**config.mk**
```make
export PLATFORM = sky130hd
export DESIGN_NAME = mole_game_core
export DESIGN_NICKNAME = d
export VERILOG_FILES = /design/src/rtl/mole_game_core.sv
export SDC_FILE = /design/constraint.sdc
export NUM_CORES = 1
export LEC_CHECK = 0
export BUFFER_PORTS_ARGS = -buffer_cell sky130_fd_sc_hd__buf_2
export CORE_MARGIN = 1
export CORE_UTILIZATION = 50
export DETAILED_ROUTE_END_ITERATION = 8
export PLACE_DENSITY_LB_ADDON = 0.2
export SETUP_SLACK_MARGIN = 0.15
export SYNTH_ARGS = -nofsm -noshare
export SYNTH_HDL_FRONTEND = slang
export SYNTH_SLANG_ARGS = --single-unit
```
**constraint.sdc**
```tcl
create_clock -name clock -period 7.2 [get_ports clock]
set_input_delay 1.08 -clock clock [delete_from_list [all_inputs] [get_ports clock]]
set_output_delay 1.08 -clock clock [all_outputs]
set_load 0.02 [all_outputs]
```
**src/rtl/mole_game_core.sv**
```systemverilog
// Whack-a-mole datapath: LFSR-picked one-hot mole, per-mole timeout counter,
// hit/penalty scoring and a timeout count that ends the game.
module mole_game_core #(
  parameter int unsigned         NUM_MOLES  = 4,
  parameter int unsigned         IDX_W      = 2,
  parameter int unsigned         LFSR_W     = 8,
  parameter logic [LFSR_W-1:0]   LFSR_TAPS  = 8'hB8,
  parameter int unsigned         CNT_W      = 28,
  parameter int unsigned         SCORE_W    = 8,
  parameter int unsigned         MISS_LIMIT = 3
) (
  input  logic                 clock,
  input  logic                 reset_n,
  input  logic                 game,
  input  logic [LFSR_W-1:0]    seed,
  input  logic [CNT_W-1:0]     speed,
  input  logic [NUM_MOLES-1:0] buttons,
  output logic [NUM_MOLES-1:0] moles,
  output logic [SCORE_W-1:0]   score,
  output logic [7:0]           misses,
  output logic                 hit,
  output logic                 miss,
  output logic                 game_over
);

  localparam logic [2:0] ST_IDLE = 3'd0;
  localparam logic [2:0] ST_GAP  = 3'd1;
  localparam logic [2:0] ST_PICK = 3'd2;
  localparam logic [2:0] ST_SHOW = 3'd3;
  localparam logic [2:0] ST_OVER = 3'd4;

  localparam logic [IDX_W:0]     NumMolesL  = (IDX_W + 1)'(NUM_MOLES);
  localparam logic [NUM_MOLES-1:0] OneHotL  = NUM_MOLES'(1);
  localparam logic [7:0]         MissLimitL = 8'(MISS_LIMIT);
  localparam logic [CNT_W-1:0]   CntOneL    = CNT_W'(1);
  localparam logic [SCORE_W-1:0] ScoreOneL  = SCORE_W'(1);
  localparam logic [LFSR_W-1:0]  LfsrOneL   = LFSR_W'(1);

  logic [2:0]           r_state;
  logic [LFSR_W-1:0]    r_lfsr;
  logic [CNT_W-1:0]     r_timer;
  logic [NUM_MOLES-1:0] r_btn_q;
  logic [NUM_MOLES-1:0] r_moles;
  logic [SCORE_W-1:0]   r_score;
  logic [7:0]           r_misses;
  logic                 r_hit;
  logic                 r_miss;
  logic                 r_over;

  logic [2:0]           w_state_nxt;
  logic [LFSR_W-1:0]    w_lfsr_nxt;
  logic [CNT_W-1:0]     w_timer_nxt;
  logic [NUM_MOLES-1:0] w_moles_nxt;
  logic [SCORE_W-1:0]   w_score_nxt;
  logic [7:0]           w_misses_nxt;
  logic                 w_hit_nxt;
  logic                 w_miss_nxt;
  logic                 w_over_nxt;

  logic [NUM_MOLES-1:0] w_press;
  logic                 w_any_press;
  logic                 w_good_press;
  logic [LFSR_W-1:0]    w_lfsr_adv;
  logic [IDX_W-1:0]     w_idx;
  logic [CNT_W-1:0]     w_gap_time;
  logic [SCORE_W-1:0]   w_score_up;
  logic [SCORE_W-1:0]   w_score_dn;
  logic [7:0]           w_misses_inc;

  always_comb begin
    w_press      = buttons & ~r_btn_q;
    w_any_press  = |w_press;
    w_good_press = |(w_press & r_moles);
    w_lfsr_adv   = (r_lfsr >> 1) ^ (r_lfsr[0] ? LFSR_TAPS : '0);
    w_idx        = w_lfsr_adv[IDX_W-1:0];
    w_gap_time   = speed >> 1;
    w_score_up   = (&r_score) ? r_score : r_score + ScoreOneL;
    w_score_dn   = (r_score == '0) ? r_score : r_score - ScoreOneL;
    w_misses_inc = r_misses + 8'd1;
  end

  always_comb begin
    w_state_nxt  = r_state;
    w_lfsr_nxt   = r_lfsr;
    w_timer_nxt  = r_timer;
    w_moles_nxt  = r_moles;
    w_score_nxt  = r_score;
    w_misses_nxt = r_misses;
    w_hit_nxt    = 1'b0;
    w_miss_nxt   = 1'b0;
    w_over_nxt   = r_over;

    // Dropping game parks the core but keeps the final result on display.
    if (!game) begin
      w_state_nxt = ST_IDLE;
      w_moles_nxt = '0;
      w_over_nxt  = 1'b0;
    end else begin
      case (r_state)
        ST_IDLE: begin
          w_moles_nxt  = '0;
          w_score_nxt  = '0;
          w_misses_nxt = '0;
          w_lfsr_nxt   = (seed == '0) ? LfsrOneL : seed;
          w_timer_nxt  = w_gap_time;
          w_state_nxt  = ST_GAP;
        end
        ST_PICK: begin
          w_lfsr_nxt = w_lfsr_adv;
          if ({1'b0, w_idx} < NumMolesL) begin
            w_moles_nxt = OneHotL << w_idx;
            w_timer_nxt = speed;
            w_state_nxt = ST_SHOW;
          end else begin
            w_timer_nxt = w_gap_time;
            w_state_nxt = ST_GAP;
          end
        end
        ST_SHOW: begin
          // A correct press outranks both wrong presses and a same-cycle timeout.
          if (w_good_press) begin
            w_hit_nxt   = 1'b1;
            w_score_nxt = w_score_up;
            w_moles_nxt = '0;
            w_timer_nxt = w_gap_time;
            w_state_nxt = ST_GAP;
          end else if (w_any_press) begin
            w_score_nxt = w_score_dn;
          end else if (r_timer == '0) begin
            w_miss_nxt   = 1'b1;
            w_misses_nxt = w_misses_inc;
            w_moles_nxt  = '0;
            if (w_misses_inc == MissLimitL) begin
              w_over_nxt  = 1'b1;
              w_state_nxt = ST_OVER;
            end else begin
              w_timer_nxt = w_gap_time;
              w_state_nxt = ST_GAP;
            end
          end else begin
            w_timer_nxt = r_timer - CntOneL;
          end
        end
        ST_GAP: begin
          w_moles_nxt = '0;
          if (w_any_press) w_score_nxt = w_score_dn;
          if (r_timer == '0) w_state_nxt = ST_PICK;
          else               w_timer_nxt = r_timer - CntOneL;
        end
        ST_OVER: begin
          w_moles_nxt = '0;
          w_over_nxt  = 1'b1;
        end
        default: begin
          w_moles_nxt = '0;
          w_state_nxt = ST_IDLE;
        end
      endcase
    end
  end

  always_ff @(posedge clock or negedge reset_n) begin
    if (!reset_n) begin
      r_state  <= ST_IDLE;
      r_lfsr   <= LfsrOneL;
      r_timer  <= '0;
      r_btn_q  <= '0;
      r_moles  <= '0;
      r_score  <= '0;
      r_misses <= '0;
      r_hit    <= 1'b0;
      r_miss   <= 1'b0;
      r_over   <= 1'b0;
    end else begin
      r_state  <= w_state_nxt;
      r_lfsr   <= w_lfsr_nxt;
      r_timer  <= w_timer_nxt;
      r_btn_q  <= buttons;
      r_moles  <= w_moles_nxt;
      r_score  <= w_score_nxt;
      r_misses <= w_misses_nxt;
      r_hit    <= w_hit_nxt;
      r_miss   <= w_miss_nxt;
      r_over   <= w_over_nxt;
    end
  end

  assign moles     = r_moles;
  assign score     = r_score;
  assign misses    = r_misses;
  assign hit       = r_hit;
  assign miss      = r_miss;
  assign game_over = r_over;

endmodule

```
* After elaboration in Yosys (flattened, before gate mapping)
Cells that the tools add are included.
Cells by class: multiplexer cells 44, shift operators 1, reductions and logical operators 18, equal/unequal tests 21, bitwise logic cells 4, $add $sub $neg 4
Operator list (number):
- $mux W28 | 5
- $pmux W28 S4 | 1
- $mux W8 | 9
- $pmux W8 S2 | 2
- $logic_not A28 Y1 | 1
- $sub A28 B1 Y28 const B | 1
- $pmux W8 S3 | 1
- $ne A3 B3 Y1 const B | 7
- $mux W3 | 6
- $add A8 B1 Y8 const B | 2
- $logic_not A8 Y1 | 2
- $mux W4 | 4
- $pmux W3 S5 | 1
- $reduce_and A5 Y1 | 3
- $mux W1 | 13
- $ne A4 B4 Y1 const B | 3
- $ne A2 B2 Y1 const B | 5
- $and A4 B4 Y4 | 2
- $eq A8 B2 Y1 const B | 1
- $pmux W4 S2 | 1
- $reduce_and A8 Y1 | 1
- $reduce_or A4 Y1 | 2
- $sub A8 B1 Y8 const B | 1
- $xor A7 B8 Y8 | 1
- other kinds (14) | 17
Word-level totals: output and inout bits 23, input port bits 43, register bits after elaboration 66

* Depth between registers and ports, before layout
Gate-level depths: netlist (run 1).
word-level depth 8, gate-level depth with buffers 10

* Worst setup path after synthesis (run 1)
Ideal clock, no wire load.
path kind input-to-reg, from in buttons[1], to reg r_timer[15], path slack 4.192 ns, required time 7.069 ns, stages on the path 9, arrival time 2.877 ns, library setup time 0.131 ns, path through and3b_1 -> or4_1 -> buf_4 -> o31a_4 -> o311ai_4 -> and2_4 -> buf_8 -> buf_12 -> o22ai_2
On the way: cells in the longest elaborated chain, start to end 5, elaborated cells between the ends (all ways) 9, classes of those cells 2 x eq/ne; 2 x mux; 2 x bitwise; 3 x reduce/logical
RTL lines:
- start, declared | line 17 | input logic [NUM_MOLES-1:0] buttons,
- $and A4 B4 Y4 (*) | line 71 | w_press = buttons & ~r_btn_q;
- $and A4 B4 Y4 | line 73 | w_good_press = |(w_press & r_moles);
- $reduce_or A4 Y1 | line 73
- $ne A4 B4 Y1 (no source line), or another cell as far along
- $reduce_and A5 Y1 (no source line) / $pmux W28 S4 (equally long branches)
- end signal, assigned | line 177 | r_timer <= w_timer_nxt;
- end, declared | line 41 | logic [CNT_W-1:0] r_timer;
Mark *: on every way between the ends. The rest lies on a longest branch, timed or not. A chain may end at the register's enable or synchronous reset.

* Worst setup path after layout (run 1)
Ends and elaborated chain as after synthesis.

==> results.md, run 1 <==
Cells and area:
- Compared with the post-synthesis result, the final layout area differs by 12.7%.
- After the last flow step, the layout net total stands at 664.
- The fraction of final layout cells sized beyond drive strength 1 is 18.7%.
- In the layout the commonest cells are 65 x dfrtp_1, 65 x buf_2, 46 x nand2_1.
- The final standard cell utilization of the core is 58.0%.
- The number of diodes is 0.
- The number of standard cells in the layout, taps in and fillers out is 748.

Die:
- The x dimension of the die is 99.5 um.
- The cell row count is 35.
- The I/O pin count is 66.
- The initial utilization of the core area, before any placement, comes to 51.4%.
- The die covers 9900 um2.
- In this run the standard cell core region covers 9240 um2.
- The die is 99.5 um tall.

Global route:
- Across every metal layer, demand over resource in global routing totals 27.7%.
- The total global routing overflow is 0.
- The number of antenna violations at the first check in global routing is 0.
- The number of global-route vias before repair is 4635.
- The pin count of the biggest net entering global routing is 67.
- The wire length of the first global-routing pass is 22100 um.

Placement:
- Once placement completed, the tool counted placed cells totaling 732.
- The count of buffers added on input and output ports is 65.
- The congestion estimate from routability-driven global placement came to 0.887.
- The HPWL after detailed placement is 8770 um.

Logic synthesis:
- During synthesis, Yosys emitted a total of 0 warnings.
- The average instance area after synthesis is 8.26 um2.
- The synthesized netlist contains 64 unique library cells.
- Sequential cells were found to cover 34.8% of the synthesized design area.
- In this run, synthesis inferred 0 flip-flops with an integrated enable.
- The xor/xnor cell area share of the yosys netlist is 0.922%.
- The synthesized design contains 66 register bits.
- The combinational family with the most area after synthesis is compound AO/OA/AOI/OAI gates.
- The summed instance area of the synthesized netlist is 4750 um2.
- Synthesis produced a netlist whose cell count is 575.
- The post-synthesis mux area share is 1.50%.
- The post-synthesis compound-gate area fraction is 29.4%.
- The flip-flop cell with the highest count after synthesis is dfrtp_1.
- In the synthesized netlist the async set-or-reset flop fraction comes to 100%.
- Summing the areas of all and, or, nand and nor instances in the mapped netlist gives 24.5% of the synthesized area.
- The share of synthesized cell area in full adder, half adder and majority cells is 1.84%.
- The number of nets produced by synthesis is 625.

Timing:
- The transition time at the pin with the least slew margin is 1.17 ns.
- Setup repair after global routing left no endpoint under its margin.
- Headroom to the max-slew limit came out at 21.7%.
- The final period utilization is 49.4%.
- The tightest hold margin is 0.486 ns.
- The sum of negative setup slack is 0 ns.
- On the final layout, the worst clock skew is 0.0122 ns.
- The number of endpoints failing setup at the final stage is 0.
- The fmax is 281 MHz.
- The minimum clock period after layout is 3.56 ns.
- The final number of hold-violating endpoints came to 0.
- The final max-slew violation count is 0.

Detailed routing:
- The via count is 4857.
- Before antenna repair, the detailed router went through 6 iterations.
- Using the TritonRoute via totals, the vias-per-cell ratio works out to 6.49.
- The total wire length after detailed routing is 13100 um.
- After the first detailed-routing iteration, the DRC count stood at 420.
- The antenna violation net count after detailed routing is 0.
- The remaining routing DRC violations is 0.
- In the final routed layout, each cell accounts on average for 17.4 um.

Worst setup path:
- For the worst setup path, the data required time is 7.47 ns.
- The worst endpoint data arrival time is 3.83 ns.
- STA classifies the critical path endpoint as a register.
- Of all nets on the critical path, the largest fanout is 26.
- The critical path class is primary input to register.
- The critical path launch point type is a primary input.

Clock tree:
- After clock tree synthesis, the flow added hold-fix buffers numbering 0.
- After clock tree synthesis, the clock-pin slew on the worst setup and hold paths is 0.08 ns.
- TritonCTS built the clock tree.
- Post-CTS timing repair inserted 0 buffers for setup.
- The number of sinks driven by the clock tree is 66.
- The number of H-tree levels is 3.
- Buffers inserted during clock tree synthesis total 9.
- The clock latency at the later pin of the worst-skew pair is 0.36 ns.
- The number of buffers between clock root and the deepest sink is 2.
- The tree is rooted in a clkbuf_8.
- The number of resized instances in the post-cts repair step is 0.

Power:
- The maximum vdd ir drop is 93.4 uV.
- For this design the ratio of total power to cell area is 218 nW/um2.
- The post-layout total power is 0.00117 W.
- The analysis attributes to cell leakage a power of 2.25 nW.

Status:
- The flow ran to the end, and the final reports show no timing, DRC or antenna violations.

Worst hold path:
- The worst hold path belongs to the class register to register.

Job:
- The total of max-cap violations is 0.
-- worst max-delay path, stage by stage --
cell	delay (ns)
buf_2	0.11
and3b_1	0.20
o41ai_1	0.45
nand2_1	0.62
buf_4	0.46
nor2_1	0.49
a222oi_1	0.20
o22ai_2	0.22
-- cell usage after synthesis (all sizes together) (8+ instances only) --
master / n / area share [%]
a21oi: 39 / 4.1
a221oi: 20 / 3.7
buf: 12 / 1.9
clkbuf: 31 / 2.4
dfrtp: 65 / 34
inv: 34 / 2.7
nand2: 46 / 3.6
nand2b: 8 / 1.1
nand3: 23 / 2.4
nor2: 36 / 2.8
nor3: 28 / 3.1
nor4: 25 / 3.6
o211ai: 10 / 1.6
o21ai: 38 / 4.2
o22ai: 22 / 4.2
o31ai: 32 / 5.1
or3: 8 / 1.1
-- final cells by class --
type / instances / area (um2)
clock inverters: 6 / 114
well taps: 129 / 161
clock buffers: 10 / 138
fillers: 853 / 3880
flip-flops and latches: 66 / 1650
inverters: 34 / 128
multi-input cells: 432 / 2790
repair buffers: 71 / 370
-- where the power goes --
part / internal, W / switching, W
registers: 0.000416 / 0.0000652
logic: 0.000109 / 0.000177
clock network: 0.000240 / 0.000161
total: 0.000765 / 0.000403
-- metal layers --
layer	up-vias	part of all wire (%)	track usage (%)
met5	-	0	0
met4	0	2.3	13.7
met3	32	6.1	4.29
met2	208	46	43.1
met1	2331	45	37.7
li1	2286	-	-
-- metrics by stage --
step	instance area, um2	worst slack (ns)
after floorplan	4750	4.19
after global placement	5100	3.40
after detailed placement	5100	3.35
after CTS	5360	3.71
after global routing	5360	3.38
final	5360	3.64
-- sequential cells by signal, summed over array words and instances (netlist names) --
| signal | count |
|---|---|
| r_timer | 28 |
| misses | 8 |
| r_lfsr | 8 |
| score | 8 |
| moles | 4 |
| r_btn_q | 4 |
| r_state | 3 |
| game_over | 1 |
| hit | 1 |
| miss | 1 |
-- final timing paths --
check,from,to,slack (ns),cells past startpoint
setup / recovery,buttons[1],r_timer[15]$_DFFE_PN0P_,3.64,8
min in group asynchronous,reset_n,score[6]$_DFFE_PN0P_,0.91,2
setup reg to reg,r_timer[0]$_DFFE_PN0P_,r_timer[6]$_DFFE_PN0P_,4.01,8
max in group asynchronous,reset_n,r_timer[13]$_DFFE_PN0P_,5.70,2
hold reg to reg,game_over$_DFFE_PN0P_,game_over$_DFFE_PN0P_,0.49,1
hold / removal,game_over$_DFFE_PN0P_,game_over$_DFFE_PN0P_,0.49,1
-- cells by family after synthesis --
group | Yosys count
flip-flops | 66
adder cells (fa/ha/maj) | 7
XOR/XNOR | 5
AND/OR/NAND/NOR | 219
AO/OA/AOI/OAI | 194
multiplexers | 7
buffers and inverters | 77
No activity file was read; power rests on OpenSTA's default activity.
==> run 2: changes to the inputs <==
ABC_AREA = 1   (was default)
clock period = 3.5 ns   (was 7.2 ns; I/O delays follow)
==> run 2 against run 1 <==
  * Sequential power increased by 110%
  * Worst setup slack got worse by 2.4 ns
  * Design area increased by 4.4%
  * Non-clock buffer count decreased by 2
  * Largest power group unchanged
==> results.md, run 2 <==
Status:
- Status: complete, no violations (unchanged).

Worst setup path:
- The depth of the worst register-to-register path is 9 (was 8).
- The cell with the biggest individual delay on the critical path is o21ai_4 (was nand2_1).
- The maximum net fanout on the critical path is 28 (was 26).
- The sort of element at the end of the critical path is a register (unchanged).
- The worst endpoint data arrival time is 2.58 ns (was 3.83 ns).
- The launch point of the critical path is misses[1]$_DFFE_PN0P_ (was buttons[1]).
- The dominant cell type by count on the critical path is nand2_1.
- The maximum single-stage delay on the critical path was 0.62 ns (about the same).
- The critical path class is register to register (was primary input to register).
- The required time reported for the critical path endpoint was 3.78 ns (was 7.47 ns).
- The capture point of the critical path is r_timer[23]$_DFFE_PN0P_ (was r_timer[15]$_DFFE_PN0P_).
- The worst flop-to-flop path endpoint is r_timer[23]$_DFFE_PN0P_ (was r_timer[6]$_DFFE_PN0P_).
- The worst reg-to-reg setup slack came to 1.20 ns (was 4.01 ns).
- Cell chain of the critical path: ha_1 > nand3_1 > o21ai_0 > nand2_1 > nor2_2 > nand3_2 > o21ai_4 > nand2_1 > nand2_1 (was buf_2 > and3b_1 > o41ai_1 > nand2_1 > buf_4 > nor2_1 > a222oi_1 > o22ai_2).
- The startpoint of the worst register-to-register path is misses[1]$_DFFE_PN0P_ (was r_timer[0]$_DFFE_PN0P_).
- The critical path launch point type is a register (was primary input).

Logic synthesis:
- The summed instance area of the synthesized netlist came to 4990 um2 (was 4750 um2).
- The cell with the most instances after synthesis is nand2_1 (was dfrtp_1).
- The post-synthesis mux area share came to 0% (was 1.50%).
- The sequential fraction of the synthesis area is 33.1% (was 34.8%).
- Main area contributors after synthesis: dfrtp_1 33%, nand2_1 24%, nor2_1 7.1% (was dfrtp_1 34%, o31ai_1 5.1%, a21oi_1 4.1%).
- The synthesized flop and latch total is 66 (unchanged).
- The count of warnings emitted by yosys came to 0 (unchanged).
- The cell taking the most area after synthesis is dfrtp_1 (unchanged).
- The unique cell type count in the Yosys netlist is 43 (was 64).
- The share of async-settable or async-resettable flops after synthesis is 100% (unchanged).
- The number of synthesized flops with an enable pin is 0 (unchanged).
- The flip-flop cell with the highest count after synthesis is dfrtp_1 (unchanged).
- The combinational family with the most area after synthesis is simple AND/OR/NAND/NOR gates (was compound AO/OA/AOI/OAI gates).
- The top-area cell type share of the netlist area is 32.6% (was 34.2%).
- The post-synthesis compound-gate area fraction is 6.74% (was 29.4%).
- Most common library cells after synthesis: 318 x nand2_1, 95 x nor2_1, 71 x inv_1 (was 65 x dfrtp_1, 46 x nand2_1, 39 x a21oi_1).
- The number of nets produced by synthesis is 831 (was 625).
- The average instance area after synthesis is 6.39 um2 (was 8.26 um2).
- The xor/xnor cell area share of the yosys netlist is 4.04% (was 0.922%).
- The cell count after synthesis is 781 (was 575).
- The share of synthesized cell area in full adder, half adder and majority cells is 1.75% (was 1.84%).
- The simple-gate area share of the yosys netlist is 46.3% (was 24.5%).

Clock tree:
- The clock latency at the later pin of the worst-skew pair was 0.35 ns (was 0.36 ns).
- The number of hold buffers added after cts is 0 (unchanged).
- The register clock-pin slew on the reported worst setup and hold paths was 0.08 ns (about the same).
- The number of H-tree levels is 3 (unchanged).
- The number of resized instances in the post-cts repair step is 0 (unchanged).
- The CTS tree is built (unchanged).
- The number of sinks driven by the clock tree is 66 (unchanged).
- The post-CTS setup-driven buffer insertion count was 0 (unchanged).
- The number of buffers between clock root and the deepest sink is 2 (unchanged).
- The TritonCTS buffer count came to 9 (unchanged).
- The cell at the root of the clock tree is clkbuf_8 (unchanged).

Die:
- The I/O pin count is 66 (unchanged).
- The cell row count was 36 (was 35).
- The placeable core area is 9730 um2 (was 9240 um2).
- The overall die height is 102 um (was 99.5 um).
- The die area was 10400 um2 (was 9900 um2).
- The x dimension of the die is 102 um (was 99.5 um).
- The effective utilization at floorplan is 51.3% (was 51.4%).

Cells and area:
- The growth of design area from synthesis to finish came to 12.0% (was 12.7%).
- Most used cells in the layout excluding fill and tap cells: 318 x nand2_1, 94 x nor2_1, 71 x inv_1 (was 65 x dfrtp_1, 65 x buf_2, 46 x nand2_1).
- The number of flip-flops in the largest register is 28 (unchanged).
- The number of diodes was 0 (unchanged).
- The commonest non-fill, non-tap cell in the layout is nand2_1.
- The top register by number of flip-flops is r_timer (unchanged).
- The final instance area is 5590 um2 (was 5360 um2).
- The post-layout net count is 892 (was 664).
- The fraction of final layout cells sized beyond drive strength 1 is 14.0% (was 18.7%).
- The number of filler cells placed in the layout is 974 (was 853).

Placement:
- The number of I/O port buffers was 65 (unchanged).
- The HPWL after detailed placement was 9230 um (was 8770 um).
- The weighted congestion reported at the end of routability-driven placement was 0.911 (was 0.887).
- The standard cell area after detailed placement is 5400 um2 (was 5100 um2).
- The minimum setup slack after placement was 1.13 ns (was 3.35 ns).

Timing:
- The worst clock skew on the final layout is 0.0143 ns (was 0.0122 ns).
- The fmax is 436 MHz.
- The headroom to the max-slew limit is 28.1% (was 21.7%).
- The transition time at the pin with the least slew margin is 1.08 ns (was 1.17 ns).
- The number of endpoints failing setup at the final stage was 0 (unchanged).
- Setup repair after global routing missed its margin: no (unchanged).
- The final number of hold-violating endpoints came to 0 (unchanged).
- The sum of negative setup slack is 0 ns (unchanged).
- The worst setup margin was 1.20 ns (was 3.64 ns).
- The final max-slew violation count is 0 (unchanged).
- The minimum clock period after layout is 2.30 ns.
- The final period utilization is 65.6%.

Global route:
- The number of global-route vias before repair was 4652 (was 4635).
- The pin count of the biggest net entering global routing is 48 (was 67).
- The number of antenna violations at the first check in global routing is 0 (unchanged).
- The met3 layer usage reported by global route is 3.56% (was 4.29%).
- The total track usage is 25.5% (was 27.7%).
- The total global routing overflow is 0 (unchanged).
- The wire length of the first global-routing pass is 21100 um (was 22100 um).
- The met2 global-route usage is 44.1% (was 43.1%).
- The global routing met1 resource utilization is 33.2% (was 37.7%).
- The busiest layer in global routing is met2 (unchanged).

Detailed routing:
- The average vias per placed instance is 5.21 (was 6.49).
- The antenna violation net count after detailed routing is 0 (unchanged).
- The remaining routing DRC violations is 0 (unchanged).
- The average routed wire per standard cell is 12.8 um (was 17.4 um).
- The via count came to 5109 (was 4857).
- The starting DRC count in detailed routing is 232 (was 420).
- The length of the first detailed-routing pass in iterations is 5 (was 6).
- The total wire length after detailed routing was 12500 um (was 13100 um).

Worst hold path:
- The path type of the worst min-delay path is primary input to register (was register to register).

Power:
- The leakage component of the power is 2.95 nW (was 2.25 nW).
- The maximum vdd ir drop came to 217 uV (was 93.4 uV).
- The power per cell area is 460 nW/um2 (was 218 nW/um2).

Job:
- The total of max-cap violations was 0 (unchanged).
[run 2: changes by cell type after synthesis, moves of 31 or more]
cell and delta:
a21oi_1 -31, inv_1 +37, nand2_1 +272, nand3_1 +45, nor2_1 +59, o31ai_1 -31
[run 2: power breakdown]
part	leakage, nW	internal (W)	switching, W
combinational	2.01	0.000305	0.000571
clock	0.0929	0.000332	0.000329
sequential	0.845	0.000885	0.000148
total	2.95	0.00152	0.00105
[run 2: layer usage]
metal	share of wire, %	vias to the layer above	wire [um]
li1	-	2592	-
met1	46	2368	5820
met2	48	135	6070
met3	4.1	14	514
met4	1.2	0	145
met5	0	-	0
[run 2: worst min-delay path by stage]
stage	start	endpoint	slack, ns	depth (start not counted)
floorplan	reset_n	game_over$_DFFE_PN0P_	0.23	0
global placement	r_lfsr[7]$_DFFE_PN0P_	r_lfsr[7]$_DFFE_PN0P_	0.47	2
detailed placement	r_lfsr[7]$_DFFE_PN0P_	r_lfsr[7]$_DFFE_PN0P_	0.48	2
CTS	buttons[0]	r_btn_q[0]$_DFF_PN0_	0.27	1
global route	buttons[0]	r_btn_q[0]$_DFF_PN0_	0.28	1
finish	buttons[0]	r_btn_q[0]$_DFF_PN0_	0.29	1
[run 2: kinds of logic (layout without fill, tap and decap cells)]
| family | count (synthesis) | in the layout |
|---|---|---|
| AND/OR/NAND/NOR | 533 | 533 |
| buffers and inverters | 95 | 161 |
| adder cells (fa/ha/maj) | 7 | 7 |
| AO/OA/AOI/OAI | 57 | 57 |
| XOR/XNOR | 23 | 23 |
| flip-flops | 66 | 66 |
[run 2: metrics by stage]
stage	power (W)	cells	hold slack, ns	util [%]
floorplan	0.00169	781	0.229	-
global placement	0.00190	964	0.471	55.5
detailed placement	0.00191	964	0.476	55.5
CTS	0.00258	980	0.275	57.5
global route	0.00277	980	0.280	57.5
finish	0.00257	980	0.288	57.5
[run 2: cell type report]
type / instances / area (um2) / area share, %
Timing Repair Buffer: 69 / 355 / 6.35
Clock buffer: 10 / 128 / 2.28
Tap cell: 133 / 166 / 2.98
Inverter: 76 / 285 / 5.10
Sequential cell: 66 / 1650 / 29.6
Multi-Input combinational cell: 620 / 2940 / 52.5
Clock inverter: 6 / 67.6 / 1.21
[run 2: critical path, delay by kind of cell, from the launching register on]
family	cells	cell delay [ns]
adder cells (fa/ha/maj)	1	0.25
AO/OA/AOI/OAI	2	0.78
AND/OR/NAND/NOR	6	0.75
flip-flops	1	0.43
==> run 3: changes to the inputs <==
clock period = 2.2 ns   (was 3.5 ns; I/O delays follow)
==> run 3 against run 2 <==
  * Sequential share of layout area down 3.0 points
  * Utilization up 6.7 points
  * Register-to-register slack worse by 1.1 ns
  * Non-clock buffer count up 35
==> results.md, run 3 (synthesis gave the netlist of run 2 again) <==
Detailed routing:
- The via count is 5426 (was 5109).
- The average routed wire per standard cell was 14.3 um (was 12.8 um).
- The total wire length after detailed routing is 14600 um (was 12500 um).
- The remaining routing DRC violations came to 0 (unchanged).
- The length of the first detailed-routing pass in iterations came to 6 (was 5).
- The antenna violation net count after detailed routing was 0 (unchanged).
- The starting DRC count in detailed routing is 328 (was 232).
- The average vias per placed instance is 5.32 (was 5.21).

Timing:
- The final period utilization was 93.1% (was 65.6%).
- The final max-slew violation count is 0 (unchanged).
- The worst setup margin is 0.152 ns (was 1.20 ns).
- The worst clock skew on the final layout was 0.00733 ns (was 0.0143 ns).
- The transition time at the pin with the least slew margin was 0.509 ns (was 1.08 ns).
- The number of endpoints failing setup at the final stage is 0 (unchanged).
- The minimum clock period after layout is 2.05 ns (was 2.30 ns).
- The tightest hold margin is 0.0865 ns (was 0.288 ns).
- Setup repair after global routing missed its margin: yes (was no).
- The headroom to the max-slew limit is 66.1% (was 28.1%).
- The fmax came to 488 MHz (was 436 MHz).
- The final number of hold-violating endpoints is 0 (unchanged).

Cells and area:
- The fraction of final layout cells sized beyond drive strength 1 is 21.8% (was 14.0%).
- The number of diodes came to 0 (unchanged).
- The number of standard cells in the layout, taps in and fillers out is 1019 (was 980).
- The number of flip-flops in the largest register is 28 (unchanged).
- Most used cells in the layout excluding fill and tap cells: 304 x nand2_1, 86 x nor2_1, 68 x inv_1 (was 318 x nand2_1, 94 x nor2_1, 71 x inv_1).
- The top register by number of flip-flops is r_timer (unchanged).
- The growth of design area from synthesis to finish is 25.0% (was 12.0%).
- The post-layout net count is 931 (was 892).
- The commonest non-fill, non-tap cell in the layout is nand2_1 (unchanged).
- The final instance area is 6240 um2 (was 5590 um2).

Power:
- The power per cell area is 718 nW/um2 (was 460 nW/um2).
- The leakage component of the power is 3.22 nW (was 2.95 nW).
- The maximum vdd ir drop is 316 uV (was 217 uV).
- The post-layout total power is 0.00448 W (was 0.00257 W).

Clock tree:
- The register clock-pin slew on the reported worst setup and hold paths is 0.08 ns (about the same).
- The number of H-tree levels is 3 (unchanged).
- The TritonCTS buffer count is 9 (unchanged).
- The cell at the root of the clock tree is clkbuf_8 (unchanged).
- The clock latency at the later pin of the worst-skew pair is 0.36 ns (was 0.35 ns).
- The number of sinks driven by the clock tree is 66 (unchanged).
- The CTS tree is built (unchanged).
- The number of buffers between clock root and the deepest sink is 2 (unchanged).

Global route:
- The wire length of the first global-routing pass is 22900 um (was 21100 um).
- The total global routing overflow is 0 (unchanged).
- The pin count of the biggest net entering global routing is 67 (was 48).
- The number of global-route vias before repair is 4816 (was 4652).
- The number of antenna violations at the first check in global routing is 0 (unchanged).
- The total track usage was 28.6% (was 25.5%).

Die:
- The effective utilization at floorplan is 51.3% (unchanged).
- The die area is 10400 um2 (unchanged).
- The cell row count is 36 (unchanged).
- The placeable core area is 9730 um2 (unchanged).
- The overall die height was 102 um (unchanged).
- The I/O pin count is 66 (unchanged).
- The x dimension of the die came to 102 um (unchanged).

Worst setup path:
- The maximum net fanout on the critical path is 7 (was 28).
- Cell chain of the critical path: ha_4 > inv_1 > nand2_1 > a21boi_2 > nand3_2 > nor2_4 > nand3_4 > buf_6 > o21ai_4 > clkbuf_16 > nand2_2 > nand2_1 (was ha_1 > nand3_1 > o21ai_0 > nand2_1 > nor2_2 > nand3_2 > o21ai_4 > nand2_1 > nand2_1).
- The critical path class is register to register (unchanged).
- The count of buffering cells on the critical path with inverters included is 3 (was 0).
- The critical path launch point type is a register (unchanged).
- The family with the most delay on the worst path was simple AND/OR/NAND/NOR gates (was compound AO/OA/AOI/OAI gates).
- The worst endpoint data arrival time is 2.35 ns (was 2.58 ns).
- The maximum single-stage delay on the critical path was 0.45 ns (was 0.62 ns).
- The cell with the biggest individual delay on the critical path is dfrtp_1 (was o21ai_4).
- The dominant cell type by count on the critical path was nand2_1 (unchanged).
- The sort of element at the end of the critical path is a register (unchanged).
- The required time reported for the critical path endpoint is 2.50 ns (was 3.78 ns).

Placement:
- The number of I/O port buffers was 65 (unchanged).
- The number of placed cells counting well taps was 979 (was 964).
- The HPWL after detailed placement is 9590 um (was 9230 um).
- The weighted congestion reported at the end of routability-driven placement is 0.946 (was 0.911).
- The minimum setup slack after placement is -0.0322 ns (was 1.13 ns).
- The standard cell area after detailed placement is 5520 um2 (was 5400 um2).

Status:
- Status: complete, no violations (unchanged).

Worst hold path:
- The path type of the worst min-delay path is primary input to register (unchanged).

Job:
- The total of max-cap violations was 0 (unchanged).
[run 3: cell count changes in the layout (fill, tap and decap cells not counted), moves of 4 or more]
cell	previous run	this run
nor2_4	5	14
buf_12	0	4
nor2_1	94	86
buf_4	4	27
nand2_2	1	12
buf_6	0	6
nand2_1	318	304
nand3_1	68	64
[run 3: power by group]
group / internal, W / switching [W]
Sequential: 0.00141 / 0.000258
Combinational: 0.000610 / 0.00101
Clock: 0.000671 / 0.000528
Total: 0.00269 / 0.00179
[run 3: layer usage]
layer  vias to the layer above  share of wire (%)  track usage (%)
met3                        28                5.3             3.97
li1                       2677                  -                -
met4                         0                2.3             11.1
met2                       162                 48             47.7
met5                         -                  0                0
met1                      2559                 45             37.6
[run 3: area by class of cell]
class	count	area [um2]
fillers	902	3490
multi-input cells	624	3190
flip-flops and latches	66	1660
repair buffers	104	711
inverters	76	285
well taps	133	166
clock buffers	10	138
clock inverters	6	90.1
[run 3: through the flow]
step | util [%] | TNS (ns)
5_1_grt | 64.1 | 0
2_1_floorplan | - | 0
6_report | 64.1 | 0
4_1_cts | 60.9 | 0
3_3_place_gp | 56.8 | 0
3_5_place_dp | 56.8 | -0.150
[run 3: path summary, 6_finish.rpt]
check / to / start / cells past startpoint / slack [ns]
worst max-delay path: r_timer[9]$_DFFE_PN0P_ / misses[0]$_DFFE_PN0P_ / 12 / 0.15
min in group asynchronous: misses[2]$_DFFE_PN0P_ / reset_n / 3 / 0.49
worst min-delay path: r_btn_q[0]$_DFF_PN0_ / buttons[0] / 1 / 0.09
max in group asynchronous: r_lfsr[0]$_DFFE_PN1P_ / reset_n / 3 / 1.37
worst min register to register: r_lfsr[7]$_DFFE_PN0P_ / r_lfsr[7]$_DFFE_PN0P_ / 2 / 0.52
worst max register to register: r_timer[9]$_DFFE_PN0P_ / misses[0]$_DFFE_PN0P_ / 12 / 0.15
[run 3: repair_timing]
action                                  in CTS  in global routing
hold endpoints to repair                    41                  0
hold buffers                                 1                  0
gates resized for setup                      9                 58
setup buffers                               10                  8
pin swaps                                    6                 21
cloned                                       3                  2
endpoints found under the setup margin      36                 42
